`config.mk`:
```
export PLATFORM = sky130hd
export DESIGN_NAME = fetch_redirect_ctrl
export DESIGN_NICKNAME = d
export VERILOG_FILES = /design/src/rtl/fetch_redirect_ctrl.sv
export SDC_FILE = /design/constraint.sdc
export NUM_CORES = 1
export LEC_CHECK = 0
export CAP_MARGIN = 20
export CORE_AREA = 2 2 76 132
export CTS_CLUSTER_DIAMETER = 200
export DETAILED_ROUTE_END_ITERATION = 7
export DIE_AREA = 0 0 78 134
export GPL_TIMING_DRIVEN = 0
export PLACE_DENSITY_LB_ADDON = 0.05
export SETUP_SLACK_MARGIN = 0.5
export SLEW_MARGIN = 20
export SYNTH_ARGS = -nofsm -noshare
export SYNTH_HDL_FRONTEND = slang
export SYNTH_SLANG_ARGS = --single-unit
```
`constraint.sdc`:
```
create_clock -name clk -period 4 [get_ports clk]
set_input_delay 0.6 -clock clk [delete_from_list [all_inputs] [get_ports clk]]
set_output_delay 0.6 -clock clk [all_outputs]
set_load 0.01 [all_outputs]
```
`src/rtl/fetch_redirect_ctrl.sv`:
```
// fetch_redirect_ctrl: arbitrates exception/resolve/replay/presolve sources into one fetch redirect
module fetch_redirect_ctrl #(
  parameter int SQUASH_CYCLES = 2
) (
  input  logic        clk,
  input  logic        rst,
  input  logic        except_valid,
  input  logic [31:0] except_vec,
  input  logic        resolved_valid,
  input  logic        resolved_mispredict,
  input  logic        resolved_taken,
  input  logic [31:0] resolved_target,
  input  logic [31:0] resolved_pc,
  input  logic        replay_valid,
  input  logic [31:0] replay_vaddr,
  input  logic        presolved_mispredict,
  input  logic [31:0] presolved_target,
  input  logic        fetch_ready,
  output logic        redir_valid,
  output logic [31:0] redir_vaddr,
  output logic        flush_fetch,
  output logic        flush_decode,
  output logic        busy
);
  localparam logic [1:0] IDLE = 2'd0, PEND = 2'd1, SQUASH = 2'd2;
  localparam logic [2:0] SQ = 3'(SQUASH_CYCLES);
  logic [1:0] state, state_next;
  logic pend_valid;
  logic [1:0] pend_prio;
  logic [31:0] pend_target;
  logic [2:0] cnt, cnt_dec;
  logic res_act, pre_act, in_valid, use_pend, cand_valid, issue;
  logic [1:0] in_prio, cand_prio;
  logic [31:0] res_vaddr, in_target, cand_target;
  // Arbitrate incoming requests against the pending entry; incoming wins ties, presolve is muted while squashing
  always_comb begin
    res_act = resolved_valid & resolved_mispredict;
    pre_act = presolved_mispredict & (cnt == 3'd0);
    res_vaddr = resolved_taken ? resolved_target : resolved_pc + 32'd8;
    in_valid = except_valid | res_act | replay_valid | pre_act;
    in_prio = except_valid ? 2'd3 : res_act ? 2'd2 : replay_valid ? 2'd1 : 2'd0;
    in_target = except_valid ? except_vec : res_act ? res_vaddr : replay_valid ? replay_vaddr : presolved_target;
    use_pend = pend_valid & (!in_valid | (pend_prio > in_prio));
    cand_valid = in_valid | pend_valid;
    cand_prio = use_pend ? pend_prio : in_prio;
    cand_target = use_pend ? pend_target : in_target;
    issue = cand_valid & fetch_ready;
    cnt_dec = (cnt == 3'd0) ? 3'd0 : cnt - 3'd1;
    state_next = issue ? ((SQ == 3'd0) ? IDLE : SQUASH) : cand_valid ? PEND : (cnt_dec != 3'd0) ? SQUASH : IDLE;
  end
  assign redir_valid = !rst & issue;
  assign redir_vaddr = redir_valid ? cand_target : 32'd0;
  assign flush_fetch = redir_valid;
  assign flush_decode = redir_valid & (cand_prio != 2'd0);
  assign busy = !rst & (state == PEND);
  // Hold the unissued winner, restart the squash window on every issue, otherwise count it down
  always_ff @(posedge clk) begin
    if (rst) begin
      state <= IDLE;
      pend_valid <= 1'b0;
      pend_prio <= 2'd0;
      pend_target <= 32'd0;
      cnt <= 3'd0;
    end else begin
      state <= state_next;
      pend_valid <= cand_valid & !issue;
      pend_prio <= (cand_valid & !issue) ? cand_prio : 2'd0;
      pend_target <= (cand_valid & !issue) ? cand_target : 32'd0;
      cnt <= issue ? SQ : cnt_dec;
    end
  end
endmodule

```
==> tab_implementation.tex <==
\begin{tabular}{lr}
\hline
Metric & Value \\
\hline
\multicolumn{2}{l}{\textbf{Pwr}} \\
Fraction of power spent switching nets & 31.66\% \\
Power Total & 1.450 mW \\
Switching power of the nets & 458.9 uW \\
Proportion of power drawn by combinational gates & 41.7\% \\
Power density cells & 222.7 nW/um\^{}2 \\
Internal power contribution & 990.8 uW \\
Maximum ir drop on the vdd rail & 0.2214 mV \\
Static power due to leakage & 2.685 nW \\
Clock network fraction of design power & 28.8\% \\
Flop pwr share & 29.6\% \\
\multicolumn{2}{l}{\textbf{Synth}} \\
Net count of the mapped netlist & 668 \\
Post-synthesis cell count & 494 \\
Count of state elements after synthesis & 40 \\
Unique cell type count in the Yosys netlist & 63 \\
Mapped Area & 3680 sq um \\
Main flop type after synthesis & sky130\_fd\_sc\_hd\_\_dfxtp\_1 \\
Share of synthesized area occupied by flip-flops and latches & 21.76\% \\
Warning count from the yosys run & 0 \\
Async set or reset register ratio after synthesis & 0\% \\
Mean Syn Cell Area & 7.449 sq um \\
Post-synth EDFFs & 0 \\
\multicolumn{2}{l}{\textbf{STA}} \\
Number of failing hold endpoints at the final stage & 0 \\
Transition time at the pin with the least slew margin & 0.7663 ns \\
Setup repair after global routing missed its margin & true \\
Normalized max-slew margin & 48.91\% \\
Fmax & 292.3 MHz \\
Post-route clock period utilization & 85.53\% \\
Worst setup skew after layout & 0.005016 ns \\
Final Critical Period & 3.421 ns \\
Total setup violations reported at the end of the flow & 0 \\
Total count of max-transition violations in the final report & 0 \\
\multicolumn{2}{l}{\textbf{Clocking}} \\
Number of buffers inserted during clock tree synthesis & 5 \\
Clock tree root driver cell & sky130\_fd\_sc\_hd\_\_clkbuf\_16 \\
Depth of the CTS H-tree & 2 \\
CTS tree & yes \\
CTS sink cnt & 40 \\
Clock tree buffer depth & 2 \\
Hold Buf Count CTS & 0 \\
Clock latency of the later-clocked register in the worst-skew pair & 0.29 ns \\
Clock slew at the register clock pins of the worst setup and hold paths & 0.06 ns \\
\multicolumn{2}{l}{\textbf{Global route}} \\
Overall routing resource usage & 31.99\% \\
Global-route wire length before repair & 25860 um \\
Sum of overflow across all layers after global routing & 0 \\
Maximum number of pins on one net before global-route repair & 13 \\
Number of global-route vias before repair & 4906 \\
Initial antenna violation count & 0 \\
\multicolumn{2}{l}{\textbf{Routing}} \\
Number of vias per cell & 5.685 \\
Router iterations before antenna repair & 4 \\
Post-DR wirelength/cell & 19.91 um \\
DRC violation count after routing & 0 \\
Vias after detailed routing & 4804 \\
1st-iter DRT viols & 260 \\
Antenna-violating nets left & 0 \\
Total Wirelength & 16820 um \\
\multicolumn{2}{l}{\textbf{Floorplanning}} \\
Standard-cell rows & 47 \\
Starting Density & 39.11\% \\
I/O pin cnt & 205 \\
Full die area & 10450 sq um \\
Die span in x & 78 um \\
Core region area & 9409 sq um \\
Die extent in y & 134 um \\
\multicolumn{2}{l}{\textbf{Final layout}} \\
Share of cells above drive strength 1 & 21.02\% \\
Area overhead of the layout relative to synthesis & 76.88\% \\
Fillers & 830 \\
Final net count & 896 \\
\# diodes & 0 \\
Final instance count without filler cells & 845 \\
\multicolumn{2}{l}{\textbf{Setup path}} \\
Worst Setup Start Kind & input pin \\
Highest fanout seen on the critical path & 5 \\
Signal arrival time at the worst endpoint & 2.82 ns \\
Peak per-stage delay on the critical path & 0.32 ns \\
Critical setup path kind & input pin to output pin \\
Crit. End Element & output pin \\
CP max stage cell & sky130\_fd\_sc\_hd\_\_a221o\_1 \\
Cell-by-cell trace of the critical path & buf\_6 -> a21o\_4 -> inv\_2 -> clkbuf\_16 -> ha\_4 -> nor2b\_4 -> a2bb2oi\_4 -> a21o\_1 -> a221o\_1 -> o22ai\_1 -> nor2b\_1 -> clkdlybuf4s15\_1 \\
CP required & 3.40 ns \\
\multicolumn{2}{l}{\textbf{Place}} \\
Half-perimeter wire length of the detailed placement result & 13010 um \\
Count of port buffers added during placement & 200 \\
Global placer's final weighted congestion & 1.005 \\
Inst Count DP & 816 \\
\multicolumn{2}{l}{\textbf{Min path}} \\
HP Class & flip-flop to flip-flop \\
\multicolumn{2}{l}{\textbf{Job}} \\
Count of maximum capacitance violations & 0 \\
\multicolumn{2}{l}{\textbf{Run status}} \\
Outcome & complete, no violations \\
\hline
\end{tabular}
==> flip-flops by register name, summed over array words and instances, names as in the netlist <==
signal       flops
pend_prio        2
pend_target     32
cnt              3
state            2
pend_valid       1
==> layout make-up <==
type	count	area (sq um)	share of cell area (%)
multi-input combinational	396	2944	45.23
timing repair buffer	221	2083	32.01
sequential	40	800.8	12.30
buffer	41	315.3	4.844
tap	122	152.6	2.345
clock buffer	6	138.9	2.134
inverter	17	63.81	0.9804
clock inverter	2	10.01	0.1538
==> routing by layer <==
layer	GRT usage (%)	part of all wire (%)
met2	58.38	52
met5	0	0
met3	4.913	6.2
met1	35.40	36
met4	15.79	5.3
==> worst paths after layout <==
path                       start               to  slack, ns  cells past startpoint
hold / removal    pend_target[6]   pend_target[6]       0.50                      2
setup reg to reg          cnt[0]  pend_target[18]       1.60                      9
hold reg to reg   pend_target[6]   pend_target[6]       0.50                      2
setup / recovery  resolved_valid  redir_vaddr[26]       0.58                     12
==> worst max-delay path, delay by kind of cell <==
family	cells	cell delay (ns)
AOI/OAI and AO/OA	5	1.16
buffers and inverters	4	0.57
adders and majority gates	1	0.20
and+or+nand+nor	2	0.28
==> cells in the mapped netlist (all sizes together), types with 6 or more instances <==
cell,n,area [sq um]
a211o,9,78.83
a211oi,20,150.1
a21oi,24,120.1
a221oi,9,78.83
buf,16,87.58
clkbuf,25,93.84
dfxtp,40,800.8
inv,16,60.05
mux2,11,123.9
mux2i,29,290.3
nand2,30,115.1
nand3,8,45.04
nand4,10,83.83
nor2,74,277.8
nor2b,7,43.79
nor3,20,120.1
nor3b,19,142.6
nor4,8,86.33
o21ai,28,143.9
or3,6,42.54
xnor2,13,113.9
==> power groups by stage <==
stage,clock network (mW),logic [mW],registers (mW)
2_1_floorplan,0,0.237,0.435
3_3_place_gp,0,0.518,0.436
3_5_place_dp,0,0.526,0.437
4_1_cts,0.415,0.585,0.429
5_1_grt,0.433,0.643,0.431
6_report,0.417,0.604,0.429
==> cells by family (layout without fill, tap and decap cells) <==
| logic type | after synthesis | count (layout) | share of synthesized area (%) |
|---|---|---|---|
| AOI/OAI and AO/OA | 126 | 126 | 23.36 |
| buffers and inverters | 58 | 287 | 6.664 |
| adders and majority gates | 5 | 5 | 1.700 |
| xor gates and xnor gates | 18 | 18 | 4.284 |
| muxes | 40 | 40 | 11.25 |
| DFF | 40 | 40 | 21.76 |
| and+or+nand+nor | 207 | 207 | 30.98 |
==> through the flow <==
stage	cell area, sq um	TNS, ns	hold WS [ns]	setup slack, ns	util (%)
floorplan	3680	0	0.4566	0.6744	-
global placement	5834	-32.07	0.4748	-1.188	62.01
detailed placement	5834	-32.78	0.4839	-1.246	62.01
CTS	6427	0	0.4991	0.5004	68.31
global route	6509	0	0.5409	0.4465	69.18
finish	6509	0	0.4982	0.5787	69.18
==> what timing repair did <==
action,4_1_cts,5_1_grt
pin swaps,15,12
setup endpoints to repair,63,31
gates cloned,3,0
gates resized for setup,222,35
buffers inserted,17,1
endpoints found under the hold margin,0,0
==> placed cells by master (no fill, tap or decap), drive strengths merged, types with 9 or more instances in the layout <==
master         instances
nor2                  74
inv                   16
mux2                  11
a221oi                 9
o21ai                 28
xnor2                 13
dfxtp                 40
nor3b                 19
clkdlybuf4s50        150
nand2                 30
a211oi                20
nand4                 10
clkbuf                33
dlygate4sd2           13
a211o                  9
buf                   60
nor3                  20
a21oi                 24
mux2i                 29
Note: power is estimated with default switching activity, not from simulation.
